==> config.mk <==
export PLATFORM = sky130hd
export DESIGN_NAME = pwm_compare
export DESIGN_NICKNAME = d
export VERILOG_FILES = /design/src/rtl/pwm_compare.sv
export SDC_FILE = /design/constraint.sdc
export NUM_CORES = 1
export LEC_CHECK = 0
export CAP_MARGIN = 5
export CORE_MARGIN = 5
export CORE_UTILIZATION = 50
export DETAILED_ROUTE_END_ITERATION = 10
export PLACE_DENSITY_LB_ADDON = 0.1
export SETUP_SLACK_MARGIN = 0.05
export SLEW_MARGIN = 20
export SYNTH_ARGS = -nofsm -noshare
export SYNTH_HDL_FRONTEND = slang
export SYNTH_SLANG_ARGS = --single-unit
export TNS_END_PERCENT = 5
==> constraint.sdc <==
create_clock -name clk -period 1.7 [get_ports clk]
set_input_delay 0.34 -clock clk [delete_from_list [all_inputs] [get_ports clk]]
set_output_delay 0.34 -clock clk [all_outputs]
set_load 0.05 [all_outputs]
==> src/rtl/pwm_compare.sv <==
// PWM comparator: registered compare of an upstream count against an active duty,
// with a single-entry shadow register that is applied only at period boundaries.
module pwm_compare #(
  parameter int NUMBITS = 4,
  parameter int UBOUND  = 10
) (
  input  logic               clk,
  input  logic               reset,
  input  logic [NUMBITS-1:0] count,
  input  logic               enable,
  input  logic               cfg_valid,
  input  logic [NUMBITS:0]   cfg_duty,
  output logic               cfg_ready,
  output logic               pwm_out,
  output logic               period_start,
  output logic               cfg_applied
);

  localparam logic [NUMBITS:0]   DUTY_MAX   = (NUMBITS+1)'(UBOUND);
  localparam logic [NUMBITS-1:0] COUNT_LAST = NUMBITS'(UBOUND - 1);

  typedef enum logic [1:0] {
    IDLE,
    ARM,
    RUN
  } state_t;

  // Requested duties above the period length saturate to always-high.
  function automatic logic [NUMBITS:0] sat_duty(input logic [NUMBITS:0] duty);
    return (duty > DUTY_MAX) ? DUTY_MAX : duty;
  endfunction

  state_t           state_q, state_d;
  logic [NUMBITS:0] shadow_q, shadow_d;
  logic [NUMBITS:0] active_duty_q, active_duty_d;
  logic             pending_q, pending_d;
  logic             pwm_q, pwm_d;
  logic             period_start_q, period_start_d;
  logic             cfg_applied_q, cfg_applied_d;

  logic in_period;
  logic boundary;
  logic xfer;
  logic apply;

  always_comb begin
    in_period      = (state_q != IDLE);
    boundary       = in_period && (count == COUNT_LAST);
    xfer           = cfg_valid && !pending_q;
    apply          = boundary && pending_q;

    state_d        = state_q;
    shadow_d       = shadow_q;
    active_duty_d  = active_duty_q;
    pending_d      = pending_q;
    pwm_d          = 1'b0;
    period_start_d = 1'b0;
    cfg_applied_d  = apply;

    case (state_q)
      IDLE:    if (enable) state_d = ARM;
      ARM:     if (!enable) state_d = IDLE;
               else if (boundary) state_d = RUN;
      RUN:     if (!enable) state_d = IDLE;
      default: state_d = IDLE;
    endcase

    // A transfer can only coincide with a boundary when nothing is pending,
    // so it naturally waits for the following boundary.
    if (apply) begin
      active_duty_d = shadow_q;
      pending_d     = 1'b0;
    end else if (xfer) begin
      shadow_d  = sat_duty(cfg_duty);
      pending_d = 1'b1;
    end

    period_start_d = boundary && enable;
    pwm_d          = (state_q == RUN) && enable && ({1'b0, count} < active_duty_q);
  end

  always_ff @(posedge clk) begin
    if (reset) begin
      state_q        <= IDLE;
      shadow_q       <= '0;
      active_duty_q  <= '0;
      pending_q      <= 1'b0;
      pwm_q          <= 1'b0;
      period_start_q <= 1'b0;
      cfg_applied_q  <= 1'b0;
    end else begin
      state_q        <= state_d;
      shadow_q       <= shadow_d;
      active_duty_q  <= active_duty_d;
      pending_q      <= pending_d;
      pwm_q          <= pwm_d;
      period_start_q <= period_start_d;
      cfg_applied_q  <= cfg_applied_d;
    end
  end

  assign cfg_ready    = !pending_q;
  assign pwm_out      = pwm_q;
  assign period_start = period_start_q;
  assign cfg_applied  = cfg_applied_q;

endmodule
; ---- After elaboration in Yosys (flattened, before gate mapping)
; Index checks and enable logic that the tools add are counted.
[classes]
order_cmp = 2
eq_ne = 6
n_mux = 6
n_bitwise = 1
reduce_logical = 12
[op_table]
columns = operator, count
row1 = $mux W2, 4
row2 = $logic_and A1 B1 Y1, 6
row3 = $pmux W2 S3, 1
row4 = $gt A5 B4 Y1 const B, 1
row5 = $lt A4 B5 Y1, 1
row6 = $mux W5, 1
row7 = $eq A4 B4 Y1 const B, 1
row8 = $ne A2 B2 Y1 const B, 2
row9 = $ne A3 B3 Y1 const B, 1
row10 = $reduce_and A3 Y1, 1
row11 = $eq A2 B1 Y1 const B, 1
row12 = $eq A2 B2 Y1 const B, 1
row13 = $logic_not A2 Y1, 1
row14 = $reduce_and A2 Y1, 1
row15 = $reduce_bool A2 Y1, 1
row16 = $reduce_or A2 Y1, 1
row17 = $logic_not A1 Y1, 1
row18 = $not A1 Y1, 1
[totals]
regBits = 16
out_inout_bits = 4
wordCells = 34

; ---- Depth between registers and ports, before layout
[depth]
ltp_word = 5
ltp_mapped = 5

; ---- Worst setup path before layout
; No wires, ideal clock.
[synth_timing]
kind = in2reg
start = input port count[2]
end = register active_duty_q[1]
setup_time_ns = 0.072
arrival_ns = 1.051
t_required_ns = 1.628
path_slack_ns = 0.577
stages = 3
path_buffers = 0
path_cell_list = and4bb_4 > o211a_4 > mux2i_1
[synth_via]
elab_chain_len = 3
[synth_rtl]
columns = item, line
row1 = start: declaration, 9  ; input logic [NUMBITS-1:0] count,
row2 = $eq A4 B4 Y1, 48  ; boundary = in_period && (count == COUNT_LAST);
row3 = $logic_and A1 B1 Y1, 48
row4 = $logic_and A1 B1 Y1, 50  ; apply = boundary && pending_q;
row5 = end signal: assignment, 94  ; active_duty_q <= active_duty_d;
row6 = end: declaration, 35  ; logic [NUMBITS:0] active_duty_q, active_duty_d;
; No other way between the ends.
; A chain may end at the register's enable or synchronous reset.

; ---- Final worst setup path
[layout_timing]
start = register pending_q
end = output port cfg_ready
[layout_via]
elab_chain_len = 1
[layout_rtl]
columns = item, line
row1 = start: declaration, 36  ; logic pending_q, pending_d;
row2 = start signal: assignment, 95  ; pending_q <= pending_d;
row3 = $logic_not A1 Y1, 102  ; assign cfg_ready = !pending_q;
row4 = end: declaration, 13  ; output logic cfg_ready,
; No other way between the ends.

==> key figures <==
Status
  • Outcome: finished clean

Clocking
  • Sink Count: 16
  • CTS H-tree depth: 1
  • Clk buf depth: 2
  • Total CTS buffers: 3
  • Hold_buf cts: 0
  • CTS tree: yes
  • Clock latency at the later pin of the worst-skew pair: 0.28 ns
  • Clk slew on worst S/H paths: 0.09 ns
  • Resize count post-CTS: 0
  • # Post-CTS Setup Buffers: 0
  • Clock root cell: clkbuf_4

Final layout
  • Final nets: 113
  • Layout cells sized above 1: 13.5%
  • Post-route insts no fill: 111
  • Area growth syn-to-layout: 30.5%
  • Cell area after layout: 947 sq um
  • N_diodes: 0

Logic synthesis
  • Post-synthesis mux area share: 6.90%
  • Post-Synth XOR/XNOR Area: 0%
  • Main combinational cell family by area after synthesis: simple AND/OR/NAND/NOR gates
  • Yosys cell types: 23
  • Syn_nets: 92
  • Post-synthesis instance total: 76
  • Cells taking the most area after synthesis: dfxtp_1 (44%), nand2b_1 (11%), mux2i_1 (6.9%), ha_1 (5.2%), nor2_1 (3.6%)
  • Synth Area in Compound Gates: 14.3%
  • Synth Area in Adders: 5.17%
  • Simple-gate share of the synthesized area: 26.4%
  • Ys Warns: 0
  • Synthesized area: 726 sq um
  • Post-synthesis register bit count: 16
  • Seq/Total Area, Yosys: 44.1%
  • Synthesized area per cell: 9.55 sq um
  • Dominant cell type by area after synthesis: dfxtp_1
  • Yosys top cell area share: 44.1%

Power and ir drop
  • Pwr Density: 773 nW/um^2
  • Peak VDD IR: 0.000394 V
  • Static leakage: 0.357 nW

Min path
  • Critical hold path startpoint: shadow_q[0]
  • Hold worst-path end: shadow_q[0]
  • Min-Delay Path Depth: 2
  • Worst Hold Class: reg -> reg

Route
  • Drt drc: 0
  • Via count: 581
  • Initial detailed-routing violation count: 3
  • Wire per inst: 11.7 um
  • Initial DRT Pass Iterations: 4
  • Final wirelength: 1300 um
  • ANT nets after route: 0
  • Vias/cell: 5.23

Floorplanning
  • Die width: 48.1 um
  • Rows: 13
  • Die Ht: 48.1 um
  • Initial Utilization: 54.4%
  • Die ar.: 2310 sq um
  • IO Count: 17
  • Placeable Area: 1330 sq um

STA
  • Final period util: 84.3%
  • Fmax: 0.698 GHz
  • Count of final setup violators: 0
  • Crit path time final: 1.43 ns
  • Worst Clk Skew: 0.000448 ns
  • Worst slew margin: 79.3%
  • RSZ-0062 raised after global routing: false
  • Worst hold slack: 0.455 ns
  • Max Slew Vio Count: 0
  • Fin. Hold Viols: 0
  • Setup TNS: 0 ns
  • Actual slew at the worst max-slew pin: 0.310 ns
  • Worst setup slack after layout: 0.266 ns

Place
  • GPL Wtd Cong: 0.754
  • HPWL after DPL: 1050 um
  • Dpl ws: 0.0613 ns
  • Placed Cells: 107
  • Area after DPL: 911 sq um
  • I/O Buffers: 16

GRT
  • Antenna violations before repair: 0
  • Total gr overflow: 0
  • Vias in the first global route: 606
  • GRT Overall Usage: 14.3%
  • First-pass GRT wire length: 2240 um
  • Largest net degree at the start of global routing: 17

Worst setup path
  • RR Endpoint: pwm_out
  • Max FO, Critical Path: 6
  • CP max stage cell: dfxtp_1
  • WS Path Type: reg -> out
  • Worst Path Required: 1.36 ns
  • CP Capture Type: primary output
  • Crit path cell chain: inv_1 > buf_12
  • CP arrival: 1.09 ns
  • CP peak stage delay: 0.51 ns
  • Startpoint Class: flip-flop
  • Reg2Reg Launch Point: active_duty_q[2]
  • Reg2reg path depth: 5
  • Worst reg-to-reg setup slack: 0.61 ns

Flow run
  • Maxcap violations: 0
-- cells in the mapped netlist, drive strengths merged --
cell type,instances
a211o,1
a211oi,2
a21oi,5
a31oi,1
and4bb,1
clkbuf,1
dfxtp,16
ha,3
inv,5
mux2i,5
nand2,3
nand2b,13
nand3,2
nand3b,1
nand4,1
nor2,7
nor2b,2
nor3,2
nor3b,1
o211a,1
o211ai,1
o21ai,2
-- logic make-up (layout without fill, tap and decap cells) --
group / count (synthesis) / count (layout)
compound gates: 13 / 13
flops: 16 / 16
fa+ha+maj: 3 / 3
buf+inv: 6 / 26
simple gates: 33 / 33
mux: 5 / 5
-- per-stage QoR --
step | power (mW) | utilization (%)
finish | 0.732 | 71.0
floorplan | 0.441 | -
global route | 0.763 | 71.0
detailed placement | 0.491 | 68.3
CTS | 0.739 | 71.0
global placement | 0.489 | 68.3
-- metal layers --
metal / track usage [%] / up-vias / part of all wire [%]
met5: 0 / - / 0
met4: 8.06 / 0 / 1.0
met3: 4.43 / 2 / 8.1
met2: 25.9 / 16 / 47
met1: 14.3 / 260 / 44
li1: - / 303 / -
-- cell usage in the layout (no fill, tap or decap), types with 2 or more instances in the layout --
| cell | synthesis | final |
|---|---|---|
| nor2_1 | 7 | 7 |
| dfxtp_1 | 16 | 16 |
| mux2i_1 | 5 | 5 |
| inv_1 | 5 | 5 |
| clkdlybuf4s50_1 | 0 | 12 |
| ha_1 | 3 | 3 |
| nor3_1 | 2 | 2 |
| nand3_1 | 2 | 2 |
| a21oi_1 | 5 | 5 |
| o21ai_0 | 2 | 2 |
| clkbuf_4 | 0 | 3 |
| a211oi_1 | 2 | 2 |
| buf_4 | 0 | 4 |
| nand2b_1 | 13 | 13 |
| nand2_1 | 3 | 3 |
-- worst max-delay path: cells and delay by family, from the launching register on --
| family | cells | cell delay (ns) |
|---|---|---|
| flip-flops | 1 | 0.51 |
| buffers and inverters | 2 | 0.30 |
-- registers in the layout, indices dropped and copies added (netlist names) --
signal,count
active_duty_q,5
shadow_q,5
state_q,2
cfg_applied,1
pending_q,1
period_start,1
pwm_out,1
-- power breakdown --
part	internal, mW	leakage [nW]	switching (mW)
sequential	0.383	0.130	0.00986
clock	0.130	0.0210	0.120
combinational	0.0515	0.206	0.0370
total	0.565	0.357	0.167
-- how the worst max path moves through the flow --
stage,start,end,slack (ns),depth (start not counted)
final,pending_q,cfg_ready,0.27,2
after global routing,pending_q,cfg_ready,0.23,2
after CTS,pending_q,cfg_ready,0.27,2
after detailed placement,count[2],active_duty_q[1],0.06,4
after global placement,count[2],active_duty_q[1],0.11,4
after floorplan,count[2],active_duty_q[1],0.58,3
-- final cells by class --
| class | instances | area [sq um] |
|---|---|---|
| multi-input cells | 54 | 383 |
| fillers | 105 | 387 |
| flip-flops and latches | 16 | 320 |
| repair buffers | 17 | 170 |
| clock buffers | 4 | 36.3 |
| well taps | 15 | 18.8 |
| inverters | 5 | 18.8 |
No activity file was read; power rests on OpenSTA's default activity.
